<file path="config.mk">
export PLATFORM = sky130hd
export DESIGN_NAME = reg_bank_ext
export DESIGN_NICKNAME = d
export VERILOG_FILES = /design/src/rtl/reg_bank_ext.sv
export SDC_FILE = /design/constraint.sdc
export NUM_CORES = 1
export LEC_CHECK = 0
export CAP_MARGIN = 20
export CELL_PAD_IN_SITES_DETAIL_PLACEMENT = 0
export CELL_PAD_IN_SITES_GLOBAL_PLACEMENT = 1
export CORE_ASPECT_RATIO = 1.2
export CORE_MARGIN = 2
export CORE_UTILIZATION = 33
export DETAILED_ROUTE_END_ITERATION = 8
export GPL_ROUTABILITY_DRIVEN = 0
export GPL_TIMING_DRIVEN = 0
export PLACE_DENSITY_LB_ADDON = 0.08
export SLEW_MARGIN = 20
export SYNTH_ARGS = -nofsm -noshare
export SYNTH_HDL_FRONTEND = slang
export SYNTH_SLANG_ARGS = --single-unit
</file>
<file path="constraint.sdc">
create_clock -name clk -period 3.1 [get_ports clk]
set_input_delay 0.62 -clock clk [delete_from_list [all_inputs] [get_ports clk]]
set_output_delay 0.62 -clock clk [all_outputs]
set_load 0.05 [all_outputs]
</file>
<file path="src/rtl/reg_bank_ext.sv">
// Parametrised register bank: NREG registers of WIDTH bits sharing one function
// select, two combinational read ports and a registered inc/dec overflow event.
module reg_bank_ext #(
  parameter int unsigned          WIDTH     = 8,
  parameter int unsigned          NREG      = 4,
  parameter int unsigned          SATURATE  = 0,
  parameter logic [WIDTH-1:0]     RESET_VAL = '0
) (
  input  logic                     clk,
  input  logic                     rst,
  input  logic [2:0]               FunSel,
  input  logic [NREG-1:0]          RegSel,
  input  logic [WIDTH-1:0]         data_in,
  input  logic [$clog2(NREG)-1:0]  OutASel,
  input  logic [$clog2(NREG)-1:0]  OutBSel,
  output logic [WIDTH-1:0]         OutA,
  output logic [WIDTH-1:0]         OutB,
  output logic                     zero_a,
  output logic                     ovf
);

  localparam int unsigned SelW = $clog2(NREG);
  localparam int unsigned TblN = 1 << SelW;
  localparam logic [WIDTH-1:0] One  = WIDTH'(1);
  localparam logic [WIDTH-1:0] Ones = '1;

  logic [WIDTH-1:0] reg_q  [NREG];
  logic [WIDTH-1:0] reg_d  [NREG];
  logic [WIDTH-1:0] rd_tbl [TblN];
  logic             ovf_q, ovf_d;

  // Next-state for every register plus the overflow event for this edge.
  always_comb begin
    ovf_d = 1'b0;
    for (int unsigned i = 0; i < NREG; i++) begin
      reg_d[i] = reg_q[i];
      if (RegSel[i]) begin
        case (FunSel)
          3'b000: reg_d[i] = '0;
          3'b001: reg_d[i] = data_in;
          3'b010: begin
            reg_d[i] = reg_q[i] - One;
            if (reg_q[i] == '0) begin
              ovf_d = 1'b1;
              if (SATURATE != 0) reg_d[i] = '0;
            end
          end
          3'b011: begin
            reg_d[i] = reg_q[i] + One;
            if (reg_q[i] == Ones) begin
              ovf_d = 1'b1;
              if (SATURATE != 0) reg_d[i] = Ones;
            end
          end
          3'b100: reg_d[i] = {reg_q[i][WIDTH-2:0], 1'b0};
          3'b101: reg_d[i] = {1'b0, reg_q[i][WIDTH-1:1]};
          3'b110: reg_d[i] = {reg_q[i][WIDTH-1], reg_q[i][WIDTH-1:1]};
          default: reg_d[i] = {reg_q[i][WIDTH-2:0], reg_q[i][WIDTH-1]};
        endcase
      end
    end
  end

  // State update; synchronous reset overrides any selected operation.
  always_ff @(posedge clk) begin
    if (rst) begin
      for (int unsigned i = 0; i < NREG; i++) reg_q[i] <= RESET_VAL;
      ovf_q <= 1'b0;
    end else begin
      for (int unsigned i = 0; i < NREG; i++) reg_q[i] <= reg_d[i];
      ovf_q <= ovf_d;
    end
  end

  // Read table padded to a power of two so unused indices read as zero.
  always_comb begin
    for (int unsigned j = 0; j < TblN; j++) rd_tbl[j] = '0;
    for (int unsigned j = 0; j < NREG; j++) rd_tbl[j] = reg_q[j];
  end

  // Combinational read ports, no write bypass.
  always_comb begin
    OutA   = rd_tbl[OutASel];
    OutB   = rd_tbl[OutBSel];
    zero_a = (OutA == '0);
    ovf    = ovf_q;
  end

endmodule

</file>
# [Yosys cells after proc, flatten, opt, wreduce, memory -nomap -nowiden]
# Memory sizes are Yosys's and may differ from the RTL's.
# Index checks and enable logic that the tools add are counted.
[op_classes] n_addsub=8 n_lt_le_gt_ge=2 n_mux=37 bitwise=6 reduce_logical=6 eq_ne=10
[op_table] op="8-bit one-hot mux with 7 select lines" n=4
[op_table] op="8-bit two-way mux" n=12
[op_table] op="8-bit logical NOT" n=5
[op_table] op="8-bit by 1-bit adder with 8-bit output, second input constant" n=4
[op_table] op="8-bit binary-select mux with 2-bit select" n=2
[op_table] op="8-bit == test, second input constant" n=4
[op_table] op="8-bit by 1-bit subtractor with 8-bit output, second input constant" n=4
[op_table] op="1-bit two-way mux" n=15
[op_table] op="3-bit == test, second input constant" n=3
[op_table] op="1-bit one-hot mux with 2 select lines" n=4
[op_table] op="3-bit by 2-bit == test with 1-bit output, second input constant" n=2
[op_table] op="3-bit greater-or-equal comparator, second input constant" n=2
[op_table] op="2-bit inverter with 3-bit output" n=2
[op_table] op="1-bit OR" n=4
[op_table] op="3-bit by 1-bit == test with 1-bit output, second input constant" n=1
[op_table] op="3-bit logical NOT" n=1
[word_totals] regBits=1 out_inout_bits=18 ram_bits=32 mem_count=1 elab_cells=71
[memory_table] memory="reg_q" words=4 word_bits=8 read_ports=4 rd_ports_with_merged_regs=0 wr=4 line="27" source="logic [WIDTH-1:0] reg_q [NREG];"

# [Depth between registers and ports, before layout]
# Gate-level depths: netlist of run 1.
[logic_depth] ltp_word=13 mapped_depth=10 mapped_depth_nobuf=9

# [Worst setup path after synthesis of run 1]
# No wires, ideal clock.
[synth_timing] kind="in2out" start="input port OutASel[1]" end="output port zero_a" slack_ps=-192 arrival_time_ps=2672 t_required_ps=2480 cell_stages=4 cell_sequence="buf_2 mux4_2 or4_1 nor2_1"
[synth_via] elab_chain_len=5
[synth_rtl] item="start, declared" line="14" source="input logic [$clog2(NREG)-1:0] OutASel,"
[synth_rtl] item="2-bit inverter with 3-bit output (implied by the code)" line="83" source="OutA = rd_tbl[OutASel];"
[synth_rtl] item="8-bit binary-select mux with 2-bit select" line="83"
[synth_rtl] item="8-bit two-way mux (implied by the code) (2 in series)" line="83"
[synth_rtl] item="net OutA[7]" line="16" source="output logic [WIDTH-1:0] OutA,"
[synth_rtl] item="8-bit logical NOT" line="85" source="zero_a = (OutA == '0);"
[synth_rtl] item="end, declared" line="18" source="output logic zero_a,"
# The timed path passes the listed nets, and every way through them passes these cells. The select of a mux whose other input is x is not followed.

# [Final worst setup path of run 1]
[layout_timing] start="input port OutASel[1]" end="output port zero_a"
[layout_via] elab_chain_len=5
[layout_rtl] item="2-bit inverter with 3-bit output (implied by the code)" line="83"
[layout_rtl] item="8-bit binary-select mux with 2-bit select" line="83"
[layout_rtl] item="8-bit two-way mux (implied by the code) (2 in series)" line="83"
[layout_rtl] item="8-bit logical NOT" line="85"
# Every way passes these cells. The select of a mux whose other input is x is not followed.

==> results of run 1 <==
sequential cells by signal, indices dropped and copies added (netlist names):
register / flops
ovf: 1
reg_q: 32
report_power, final:
part           switching (mW)  leakage [nW]  internal [mW]
clock                   0.206        0.0652          0.299
combinational           0.511          1.26          0.335
sequential             0.0840         0.272          0.460
total                   0.801          1.60           1.09
kinds of logic after synthesis:
| logic type | synth area share |
|---|---|
| simple gates | 0.2821 |
| mux | 0.1039 |
| compound gates | 0.2579 |
| fa+ha+maj | 0.1007 |
| xor+xnor | 0.03099 |
| buf+inv | 0.05390 |
| flops | 0.1704 |
tightest hold or removal path, cell delays in order, from the launching register on:
cell	delay [ns]
dfxtp_1	0.39
nand2b_1	0.10
a21oi_1	0.05
path summary, 6_finish.rpt:
check | startpoint | end | slack [ns] | depth (start not counted)
setup / recovery | OutASel[1] | zero_a | 0.09 | 5
hold reg to reg | reg_q[0][16]$_SDFFE_PP0P_ | reg_q[0][16]$_SDFFE_PP0P_ | 0.60 | 2
hold / removal | reg_q[0][16]$_SDFFE_PP0P_ | reg_q[0][16]$_SDFFE_PP0P_ | 0.60 | 2
setup reg to reg | reg_q[0][16]$_SDFFE_PP0P_ | reg_q[0][22]$_SDFFE_PP0P_ | 0.77 | 7
cells in the mapped netlist (all sizes together), types with 9 or more instances:
| cell type | count | area share |
|---|---|---|
| a211oi | 23 | 0.045 |
| a21oi | 26 | 0.034 |
| buf | 12 | 0.018 |
| clkbuf | 25 | 0.024 |
| dfxtp | 33 | 0.17 |
| ha | 24 | 0.077 |
| inv | 12 | 0.012 |
| mux4 | 16 | 0.093 |
| nand2 | 73 | 0.071 |
| nand2b | 11 | 0.018 |
| nand3 | 14 | 0.018 |
| nand4 | 9 | 0.015 |
| nor2 | 39 | 0.038 |
| nor2b | 13 | 0.021 |
| nor3 | 22 | 0.028 |
| nor4 | 9 | 0.015 |
| o21ai | 28 | 0.036 |
| o311ai | 9 | 0.020 |
| xnor2 | 10 | 0.025 |
through the flow:
stage | utilization | setup TNS, ns | hold WS (ns)
3_3_place_gp | 0.3800 | -11.82 | 0.5844
6_report | 0.3961 | 0 | 0.5969
5_1_grt | 0.3961 | 0 | 0.6288
2_1_floorplan | - | 0 | 0.5021
4_1_cts | 0.3937 | 0 | 0.5966
3_5_place_dp | 0.3800 | -11.73 | 0.5845
metal layers:
metal	wire, um	vias up
met5	0	-
met4	622	0
met3	1284	31
met2	7440	215
met1	7204	2124
li1	-	2034
timing repair:
item / CTS / global route
setup endpoints to repair: 26 / 4
setup buffers: 0 / 3
resized for setup: 8 / 3
hold endpoints to repair: 0 / 0
cloned: 1 / 0
pin swaps: 1 / 1
cell type report:
type,count,area (um^2)
plain buffers,37,165.2
clock buffers,8,136.4
fillers,1254,6953
inverters,12,47.55
multi-input cells,427,3034
flip-flops and latches,33,660.6
well taps,157,196.4
repair buffers,33,320.3
==> results.json, run 1 <==
{
  "outcome": "completed",
  "grt_use_total": 0.2720,
  "cp_common_cell": "buf_2",
  "start_util": 0.3367,
  "ant_nets": 0,
  "skew_ns": 0.007805,
  "cp_num_buf_inv": 2,
  "die_w_um": 102.9,
  "cp-start-kind": "input pin",
  "setup_violations": 0,
  "final_cell_area_um2": 4561,
  "synth-seq-cells": 33,
  "setup_slack_ns": 0.08825,
  "fp-row-count": 43,
  "grt_max_degree": 17,
  "placed_area_um2": 4375,
  "grt-busiest-layer": "met2",
  "cp-end-kind": "output pin",
  "fmax_mhz": 332.0,
  "fin_cells": 707,
  "totalPowerFinal_mw": 1.895,
  "syn_area_um2": 3876,
  "areaGrowthSynthToFinish_pct": 17.66,
  "vias": 4404,
  "final_nets": 598,
  "dp.cells": 695,
  "finalHoldViolCount": 0,
  "mostFrequentLayoutCell": "nand2_1",
  "drt_iter0_drc": 430,
  "yosys_warnings": 0,
  "worst_path_max_delay_cell": "mux4_2",
  "wl_per_cell_um": 23.41,
  "fin_crit_ns": 3.012,
  "ys_async_sr_fraction": 0,
  "clkSlewWorstSetupHoldPaths_ns": 0.06,
  "worstPathCellList": "buf_2 > mux4_2 > or4_1 > nor2_2 > buf_2",
  "antenna_found_initial": 0,
  "crit_family": "simple AND/OR/NAND/NOR gates",
  "clockRootBuffer": "clkbuf_16",
  "netlist_instances": 508,
  "port_buffers": 30,
  "clockBufferDepth": 2,
  "synthesis.nets": 557,
  "rsz0062_at_grt": "false",
  "crit_required_ns": 2.48,
  "worst-path-max-fanout": 8,
  "coreArea_um2": 11510,
  "path_class": "input pin to output pin",
  "max_slew_margin": 0.4363,
  "finalMaxSlewViolations": 0,
  "min_path_type": "flop to flop",
  "io_pins": 39,
  "leakage_nw": 1.600,
  "die_area_um2": 12630,
  "place_ws_ns": -0.7514,
  "min_period_over_period": 0.9715,
  "grt_pass1_wl_um": 25190,
  "ys_seq_area_frac": 0.1704,
  "finalWirelength_um": 16550,
  "critPathArrivalTime_ns": 2.39,
  "tightestPinTransition_ns": 0.8437,
  "cts_tree": "yes",
  "dr.pass1.iters": 5,
  "ir_drop_mv": 0.1908,
  "drive_gt1_frac": 0.08909,
  "ys.flop_type": "dfxtp_1",
  "slowest_delay_ns": 0.58,
  "ys_types": 64,
  "cts_hold_buffers": 0,
  "p_per_area_nw_per_um2": 415.6,
  "synth_edf_count": 0,
  "dpl.hpwl_um": 11590,
  "grt_use_met1": 0.3837,
  "met3_usage": 0.04727,
  "avgSynthCellArea_um2": 7.630,
  "cts_sinks": 33,
  "drv_cap": 0,
  "cts_buffers": 5,
  "viasPerCell": 6.229,
  "clk_latency_ns": 0.29,
  "drc": 0,
  "final_cell_mix": "72 x nand2_1, 38 x nor2_1, 33 x dfxtp_1",
  "fp.dieH_um": 122.7,
  "grtUsageMet2": 0.4050,
  "diodes": 0,
  "grt_overflow_total": 0,
  "cts-htree-levels": 2,
  "first_global_vias": 4080
}
Note: power is estimated with default switching activity, not from simulation.
==> run 2: changes to the inputs <==
--- a/config.mk
+++ b/config.mk
@@ -19,3 +19,4 @@
 export SYNTH_ARGS = -nofsm -noshare
 export SYNTH_HDL_FRONTEND = slang
 export SYNTH_SLANG_ARGS = --single-unit
+export TNS_END_PERCENT = 20
==> results of run 2 <==
Same layout as run 1: the final DEF is identical, and so are final timing and power.
